--- src/rtl/lsu_pkg.sv ---
// Shared types and constants for the load/store unit: FSM states, funct3
// access encodings, error codes and the request legality check.
package lsu_pkg;

    typedef enum logic [1:0] {
        IDLE = 2'd0,
        BUS  = 2'd1,
        DONE = 2'd2
    } state_t;

    localparam logic [2:0] F3_B  = 3'b000;
    localparam logic [2:0] F3_H  = 3'b001;
    localparam logic [2:0] F3_W  = 3'b010;
    localparam logic [2:0] F3_BU = 3'b100;
    localparam logic [2:0] F3_HU = 3'b101;

    localparam logic [1:0] ERR_NONE    = 2'b00;
    localparam logic [1:0] ERR_MISAL   = 2'b01;
    localparam logic [1:0] ERR_ILLEGAL = 2'b10;
    localparam logic [1:0] ERR_TIMEOUT = 2'b11;

    // Illegal funct3 is reported ahead of misalignment.
    function automatic logic [1:0] check_req(input logic       is_store,
                                             input logic [2:0] f3,
                                             input logic [1:0] addr_lo);
        logic legal;
        case (f3)
            F3_B, F3_H, F3_W: legal = 1'b1;
            F3_BU, F3_HU:     legal = !is_store;
            default:          legal = 1'b0;
        endcase
        if (!legal)
            return ERR_ILLEGAL;
        if (f3[1:0] == 2'b01 && addr_lo[0])
            return ERR_MISAL;
        if (f3[1:0] == 2'b10 && addr_lo != 2'b00)
            return ERR_MISAL;
        return ERR_NONE;
    endfunction

endpackage

--- src/rtl/lsu_lane_align.sv ---
// Combinational lane steering: byte enables and replicated write data for
// stores, and lane extraction with sign/zero extension for loads.
module lsu_lane_align
    import lsu_pkg::*;
(
    input  logic [2:0]  funct3,
    input  logic [1:0]  addr_lo,
    input  logic [31:0] store_data,
    input  logic [31:0] mem_rdata,
    output logic [3:0]  mem_be,
    output logic [31:0] mem_wdata,
    output logic [31:0] load_value
);

    logic [7:0]  rd_byte [4];
    logic [7:0]  sel_byte;
    logic [15:0] sel_half;

    genvar gi;
    generate
        for (gi = 0; gi < 4; gi++) begin : g_lane
            assign rd_byte[gi] = mem_rdata[8*gi +: 8];
        end
    endgenerate

    always_comb begin
        sel_byte   = rd_byte[addr_lo];
        sel_half   = addr_lo[1] ? mem_rdata[31:16] : mem_rdata[15:0];
        mem_be     = 4'b0000;
        mem_wdata  = 32'd0;
        load_value = 32'd0;
        case (funct3)
            F3_B: begin
                mem_be     = 4'b0001 << addr_lo;
                mem_wdata  = {4{store_data[7:0]}};
                load_value = {{24{sel_byte[7]}}, sel_byte};
            end
            F3_BU: begin
                mem_be     = 4'b0001 << addr_lo;
                load_value = {24'd0, sel_byte};
            end
            F3_H: begin
                mem_be     = 4'b0011 << addr_lo;
                mem_wdata  = {2{store_data[15:0]}};
                load_value = {{16{sel_half[15]}}, sel_half};
            end
            F3_HU: begin
                mem_be     = 4'b0011 << addr_lo;
                load_value = {16'd0, sel_half};
            end
            F3_W: begin
                mem_be     = 4'b1111;
                mem_wdata  = store_data;
                load_value = mem_rdata;
            end
            default: ;
        endcase
    end

endmodule

--- src/rtl/lsu_unit.sv ---
// Load/store unit: accepts one access at a time from execute, runs a single
// request/ready bus cycle with timeout, and reports done/err with load data.
module lsu_unit
    import lsu_pkg::*;
#(
    parameter int TIMEOUT_CYCLES = 16
) (
    input  logic        clk,
    input  logic        rst,
    input  logic        req_valid,
    input  logic        req_store,
    input  logic [2:0]  funct3,
    input  logic [31:0] addr,
    input  logic [31:0] store_data,
    output logic        busy,
    output logic        done,
    output logic [31:0] load_data,
    output logic [1:0]  err,
    output logic        mem_req,
    output logic        mem_we,
    output logic [31:0] mem_addr,
    output logic [3:0]  mem_be,
    output logic [31:0] mem_wdata,
    input  logic        mem_ready,
    input  logic [31:0] mem_rdata
);

    localparam int CNT_W = $clog2(TIMEOUT_CYCLES);
    localparam logic [CNT_W-1:0] CNT_LAST = CNT_W'(TIMEOUT_CYCLES - 1);

    state_t           state_reg;
    logic [CNT_W-1:0] cnt_reg;
    logic [2:0]       funct3_q;
    logic [1:0]       addr_lo_q;
    logic             store_q;
    logic             busy_reg, done_reg, mem_req_reg, mem_we_reg;
    logic [1:0]       err_reg;
    logic [31:0]      load_data_reg, mem_addr_reg, mem_wdata_reg;
    logic [3:0]       mem_be_reg;

    logic [2:0]  align_f3;
    logic [1:0]  align_addr;
    logic [3:0]  align_be;
    logic [31:0] align_wdata, align_load;
    logic [1:0]  req_err;

    // In IDLE the aligner sees the incoming request so bus fields can be
    // registered at acceptance; afterwards it works from the captured copy.
    assign align_f3   = (state_reg == IDLE) ? funct3 : funct3_q;
    assign align_addr = (state_reg == IDLE) ? addr[1:0] : addr_lo_q;
    assign req_err    = check_req(req_store, funct3, addr[1:0]);

    lsu_lane_align u_align (
        .funct3     (align_f3),
        .addr_lo    (align_addr),
        .store_data (store_data),
        .mem_rdata  (mem_rdata),
        .mem_be     (align_be),
        .mem_wdata  (align_wdata),
        .load_value (align_load)
    );

    always_ff @(posedge clk or posedge rst) begin
        if (rst) begin
            state_reg     <= IDLE;
            cnt_reg       <= '0;
            funct3_q      <= '0;
            addr_lo_q     <= '0;
            store_q       <= 1'b0;
            busy_reg      <= 1'b0;
            done_reg      <= 1'b0;
            err_reg       <= ERR_NONE;
            load_data_reg <= '0;
            mem_req_reg   <= 1'b0;
            mem_we_reg    <= 1'b0;
            mem_addr_reg  <= '0;
            mem_be_reg    <= '0;
            mem_wdata_reg <= '0;
        end else begin
            done_reg <= 1'b0;
            case (state_reg)
                IDLE: begin
                    if (req_valid) begin
                        funct3_q  <= funct3;
                        addr_lo_q <= addr[1:0];
                        store_q   <= req_store;
                        busy_reg  <= 1'b1;
                        if (req_err != ERR_NONE) begin
                            state_reg <= DONE;
                            done_reg  <= 1'b1;
                            err_reg   <= req_err;
                        end else begin
                            state_reg     <= BUS;
                            cnt_reg       <= '0;
                            mem_req_reg   <= 1'b1;
                            mem_we_reg    <= req_store;
                            mem_addr_reg  <= {addr[31:2], 2'b00};
                            mem_be_reg    <= align_be;
                            mem_wdata_reg <= req_store ? align_wdata : 32'd0;
                        end
                    end
                end
                BUS: begin
                    // Ready in the expiry cycle still counts as success.
                    if (mem_ready || cnt_reg == CNT_LAST) begin
                        state_reg     <= DONE;
                        done_reg      <= 1'b1;
                        err_reg       <= mem_ready ? ERR_NONE : ERR_TIMEOUT;
                        mem_req_reg   <= 1'b0;
                        mem_we_reg    <= 1'b0;
                        mem_addr_reg  <= '0;
                        mem_be_reg    <= '0;
                        mem_wdata_reg <= '0;
                        if (mem_ready && !store_q)
                            load_data_reg <= align_load;
                    end else begin
                        cnt_reg <= cnt_reg + 1'b1;
                    end
                end
                DONE: begin
                    state_reg <= IDLE;
                    busy_reg  <= 1'b0;
                    err_reg   <= ERR_NONE;
                end
                default: state_reg <= IDLE;
            endcase
        end
    end

    assign busy      = busy_reg;
    assign done      = done_reg;
    assign err       = err_reg;
    assign load_data = load_data_reg;
    assign mem_req   = mem_req_reg;
    assign mem_we    = mem_we_reg;
    assign mem_addr  = mem_addr_reg;
    assign mem_be    = mem_be_reg;
    assign mem_wdata = mem_wdata_reg;

endmodule

--- config.mk ---
export PLATFORM = sky130hd
export DESIGN_NAME = lsu_unit
export DESIGN_NICKNAME = d
export VERILOG_FILES = /design/src/rtl/lsu_pkg.sv /design/src/rtl/lsu_lane_align.sv /design/src/rtl/lsu_unit.sv
export SDC_FILE = /design/constraint.sdc
export NUM_CORES = 1
export LEC_CHECK = 0
export CAP_MARGIN = 25
export CORE_AREA = 4 4 125 127
export DETAILED_ROUTE_END_ITERATION = 12
export DIE_AREA = 0 0 129 131
export GPL_TIMING_DRIVEN = 0
export HOLD_SLACK_MARGIN = 0.06
export PLACE_DENSITY = 0.81
export REMOVE_ABC_BUFFERS = 1
export SLEW_MARGIN = 25
export SYNTH_ARGS = -nofsm -noshare
export SYNTH_HDL_FRONTEND = slang
export SYNTH_SLANG_ARGS = --single-unit
--- constraint.sdc ---
create_clock -name clk -period 4 [get_ports clk]
set_input_delay 0.8 -clock clk [delete_from_list [all_inputs] [get_ports clk]]
set_output_delay 0.8 -clock clk [all_outputs]
set_load 0.1 [all_outputs]
==> results of run 1 <==
-- stage by stage --
stage          total power, mW  TNS (ns)  area [sq um]
2_1_floorplan             5.70         0          5530
3_3_place_gp              6.94   -187.68          7830
3_5_place_dp              7.07         0          7960
4_1_cts                   8.66         0          8560
5_1_grt                   8.96         0          8560
6_report                  8.63         0          8560
-- worst max-delay path, stage by stage --
cell and delay, ns:
clkdlybuf4s50_1 0.57, or4_4 0.62, and2_4 0.20, nor3_4 0.34, nand2_2 0.52, o2bb2ai_1 0.34
-- where the power goes --
group          internal [mW]  switching, mW  leakage, nW
clock                  0.996          0.553        0.290
sequential              1.57          0.311         1.54
combinational           1.40           3.79         1.70
-- path summary, 6_finish.rpt --
check                                  start            end  slack (ns)  cells after the start
worst min register to register  load_data[5]   load_data[5]        0.48                      2
worst max-delay path               funct3[2]  mem_wdata[28]        0.91                      6
worst max register to register  state_reg[0]  load_data[13]        0.92                      7
min in group asynchronous                rst  mem_wdata[24]        0.77                      2
worst min-delay path            load_data[5]   load_data[5]        0.48                      2
max in group asynchronous                rst           busy        2.53                      3
-- layout by cell type, fill, tap and decap left out, drive strengths merged, types with 6 or more instances in the layout --
cell type	count
a21oi	66
a22oi	15
o21ai	24
o2bb2ai	24
a221oi	24
dfrtp	116
mux2i	21
mux2	8
nor2b	6
clkinv	6
a22o	43
clkbuf	20
nand2	25
inv	8
clkdlybuf4s50	207
buf	7
nor2	23
a222oi	8
nand2b	7
-- logic make-up after synthesis --
logic type	Yosys count
AOI/OAI and AO/OA	228
xor gates and xnor gates	1
adders and majority gates	5
buffers and inverters	49
DFF	116
muxes	29
other	1
and+or+nand+nor	80
-- area by class of cell --
cell class,instances,area [sq um]
Sequential cell,116,2900
Multi-Input combinational cell,345,2630
Tap cell,184,230
Timing Repair Buffer,214,2170
Fill cell,1169,5860
Clock buffer,20,447
Clock inverter,12,155
Inverter,7,31.3
-- metal layers --
layer	GRT usage	vias to the layer above	part of all wire
li1	-	2360	-
met1	0.267	2553	0.39
met2	0.363	244	0.50
met3	0.0829	24	0.091
met4	0.0692	0	0.015
met5	0	-	0
==> results.cfg, run 1 <==
[sta]
fmax_mhz = 324
hold_viol = 0
drv_slew = 0
slew-limit-headroom = 0.307
max_slew.worst_pin.slew_ns = 1.04
rsz0062_at_grt = false
fin_crit_sh = 0.772
whs_ns = 0.484
clock_skew_ns = 0.00786
worst_slack_ns = 0.911
setup_violations = 0
fin_crit_ns = 3.09

[clock_network]
cts_sinks = 116
clockBufferDepth = 2
cts.clk_slew.worst_paths_ns = 0.05
cts_root_buffer = clkbuf_16
cts_resized = 0
cts_buffers = 17
ctsHoldBuffers = 0
h-tree-depth = 4
post_cts_buffers = 0
cts_tree = done
insertion_delay_ns = 0.42

[synth]
synth_xor_area_frac = 0.00150
synth_edf_count = 0
synth_area_leader_cell = dfrtp_1
synth_compound_area_frac = 0.307
synth_common_cells = dfrtp_1, a21oi_1, a22o_1, a221oi_1, nand2_1
synthAdderAreaFrac = 0.0107
ys_types = 61
ys_seq_elements = 116
ys_top_cells_by_area = dfrtp_1, a21oi_1, a22o_1
synth_top_area_share = 0.496
async_flop_share = 1.00
avgSynthCellArea_sq_um = 11.5
yosysSeqAreaShare = 0.496
synthMuxAreaShare = 0.0513
synth_top_family_by_area = compound AO/OA/AOI/OAI gates
synth-simple-area-share = 0.0719
synth-main-ff-cell = dfrtp_1
synthMostInstantiatedCell = dfrtp_1
synth_warnings = 0
synth_cells = 509
syn_area_sq_mm = 0.00585

[placed_design]
dp_hpwl_mm = 13.0
place_ws_ns = 0.507
port-buffer-count = 207
gp_congestion = 0.883
place_inst = 866

[floorplan]
dieHeight_um = 131
dieArea_sq_mm = 0.0169
core_sq_mm = 0.0144
ioPinCount = 210
placement_rows = 44
start_util = 0.405
dieWidth_um = 129

[route]
vias = 5181
drc = 0
wl_mm = 18.5
wl_per_cell_um = 20.6
viasPerCell = 5.77
drt_iter0_drc = 429
first_pass_iters = 5
ant_nets = 0

[setup_path]
cp_data_arrival_time_ns = 3.41
critPathCaptureType = flop
crit_required_ns = 4.32
worstSetupStartpointType = input port
worst-setup-path-type = in -> reg
cp_max_fo = 24

[finish]
final_util = 0.594
diodes = 0
finish.net_count = 810
area_growth_syn_to_layout_pct = 46.4
instances_no_fill = 898
drive_gt1_frac = 0.132

[global_route]
grt_pass1_wl_mm = 29.0
grt_pass1_vias = 5402
grt_use_total = 0.219
antenna_found_initial = 0
grt_overflow = 0
grt_max_degree = 73

[power]
ir_drop_v = 0.000919
power_density_mw_per_mm2 = 1010
power_leakage_nw = 3.53

[run]
maxCapViolations = 0

[worst_hold_path]
hold_path_class = reg -> reg

[outcome]
outcome = completed
No activity file was read; power rests on OpenSTA's default activity.
==> inputs of run 2 (changes only) <==
--- a/config.mk
+++ b/config.mk
@@ -6,12 +6,12 @@
 export NUM_CORES = 1
 export LEC_CHECK = 0
 export CAP_MARGIN = 25
-export CORE_AREA = 4 4 125 127
+export CORE_AREA = 4 4 119 121
 export DETAILED_ROUTE_END_ITERATION = 12
-export DIE_AREA = 0 0 129 131
+export DIE_AREA = 0 0 123 125
 export GPL_TIMING_DRIVEN = 0
 export HOLD_SLACK_MARGIN = 0.06
-export PLACE_DENSITY = 0.81
+export PLACE_DENSITY = 0.85
 export REMOVE_ABC_BUFFERS = 1
 export SLEW_MARGIN = 25
 export SYNTH_ARGS = -nofsm -noshare
==> constraint.sdc (replaced) <==
create_clock -name clk -period 3.1 [get_ports clk]
set_input_delay 0.62 -clock clk [delete_from_list [all_inputs] [get_ports clk]]
set_output_delay 0.62 -clock clk [all_outputs]
set_load 0.1 [all_outputs]
==> run 2 against run 1 <==
Clock-buffer cell count fell by 2. Combinational power rose by 29%. Register-to-register slack worse by 0.63 ns. Die area decreased by 9.0%. Cell count fell by 0.78%. Clock skew barely moved. Non-clock buffer count up 1. Sequential cell count unchanged. Clock power increased by 24%. Utilization grew 6.1 points. Setup slack got worse by 0.72 ns. Wire length shrank 1.1%. Largest cell class unchanged.
==> results.cfg, run 2 (synthesis gave the netlist of run 1 again) <==
[sta]
fin_crit_sh = 0.940
max_slew.worst_pin.slew_ns = 1.00
hold_viol = 0
setup_violations = 0
drv_slew = 0
clock_skew_ns = 0.00792
rsz0062_at_grt = false
fin_crit_ns = 2.91
slew-limit-headroom = 0.318
fmax_mhz = 343
worst_slack_ns = 0.187

[route]
drt_iter0_drc = 469
ant_nets = 0
wl_per_cell_um = 20.6
vias = 5318
first_pass_iters = 7
wl_mm = 18.3
drc = 0
viasPerCell = 5.97

[worst_hold_path]
hold_path_class = reg -> reg

[finish]
fill_cells = 974
final_cell_mix = clkdlybuf4s50_1, dfrtp_1, a21oi_1
area_growth_syn_to_layout_pct = 46.4
final_util = 0.654
mostFrequentLayoutCell = clkdlybuf4s50_1
finish.net_count = 811
regArea_sq_mm = 0.00290
diodes = 0
multi_input_area_sq_mm = 0.00264
drive_gt1_frac = 0.134

[clock_network]
cts.clk_slew.worst_paths_ns = 0.06
cts_root_buffer = clkbuf_16
cts_buffers = 17
cts_tree = done
clockBufferDepth = 2
post_cts_buffers = 0
h-tree-depth = 4
cts_sinks = 116
insertion_delay_ns = 0.41

[floorplan]
placement_rows = 42
dieArea_sq_mm = 0.0154
start_util = 0.447
core_sq_mm = 0.0131
ioPinCount = 210
dieHeight_um = 125
dieWidth_um = 123

[power]
p_switching_mw = 6.03
power_density_mw_per_mm2 = 1290
netSwitchingFraction = 0.545
power_leakage_nw = 3.53
clockPowerShare = 0.174
power_frac_comb = 0.606
ir_drop_v = 0.00126
intPower_mw = 5.04
pwr-share-seq = 0.220

[setup_path]
critPathCaptureType = flop
crit_slowest_cell = or4_4
cp_max_fo = 24
cp_data_arrival_time_ns = 3.24
worstSetupStartpointType = input port
max_stage_delay_ns = 0.64
ff2ff_setup_slack_ns = 0.29
worst-setup-path-type = in -> reg
crit_required_ns = 3.43
path_cells = clkdlybuf4s50_1, or4_4, and2_4, nor3_4, nand2_4, o2bb2ai_1

[global_route]
grt_use_total = 0.238
grt_pass1_vias = 5543
antenna_found_initial = 0
grt_max_degree = 69
grt_pass1_wl_mm = 29.1
grt_overflow = 0

[outcome]
outcome = completed

[placed_design]
port-buffer-count = 207
dp_hpwl_mm = 12.9
gp_congestion = 0.852
place_ws_ns = -0.542

[run]
maxCapViolations = 0
-- run 2: per-stage QoR --
| stage | hold slack, ns | cell area, sq um | setup TNS [ns] | power (mW) | cells |
|---|---|---|---|---|---|
| floorplan | 0.470 | 5530 | -73.49 | 7.36 | 468 |
| global placement | 0.461 | 7820 | -332.18 | 8.94 | 851 |
| detailed placement | 0.471 | 7960 | -26.54 | 9.11 | 859 |
| CTS | 0.490 | 8550 | 0 | 11.1 | 891 |
| global route | 0.495 | 8560 | 0 | 11.5 | 891 |
| finish | 0.475 | 8560 | 0 | 11.1 | 891 |
-- run 2: worst max-delay path, delay by kind of cell --
| kind | cells | cell delay (ns) |
|---|---|---|
| AND/OR/NAND/NOR | 4 | 1.76 |
| AO/OA/AOI/OAI | 1 | 0.27 |
| buffers and inverters | 1 | 0.59 |
-- run 2: metal layers --
layer  vias to the layer above  global-route usage  part of all wire
met5                         -                   0                 0
met4                         0              0.0899             0.023
met3                        34              0.0754             0.092
met2                       267               0.390              0.48
met1                      2650               0.292              0.40
li1                       2367                   -                 -
-- run 2: power by group through the flow --
| stage | clock network (mW) | registers, mW | logic [mW] |
|---|---|---|---|
| final | 1.92 | 2.44 | 6.72 |
| after global routing | 2.02 | 2.50 | 6.97 |
| after floorplan | 0 | 5.72 | 1.63 |
| after global placement | 0 | 2.40 | 6.53 |
| after CTS | 1.95 | 2.43 | 6.70 |
| after detailed placement | 0 | 2.43 | 6.68 |
-- run 2: path summary, 6_finish.rpt --
kind | start | end | cells after the start
max in group asynchronous | rst | done | 3
min in group asynchronous | rst | mem_addr[26] | 2
hold / removal | busy | busy | 2
setup reg to reg | state_reg[0] | mem_addr[29] | 7
hold reg to reg | busy | busy | 2
setup / recovery | funct3[2] | mem_wdata[27] | 6
-- run 2: final cells by class --
class,instances,area share
clock inverter,14,0.0181
sequential,116,0.339
tap,176,0.0257
multi-input combinational,345,0.308
clock buffer,18,0.0501
timing repair buffer,215,0.255
inverter,7,0.00365
-- run 2: timing repair --
action,in CTS,in global routing
pin swaps,0,0
resized for setup,2,1
endpoints found under the hold margin,0,0
setup endpoints to repair,92,92
hold buffers,0,0
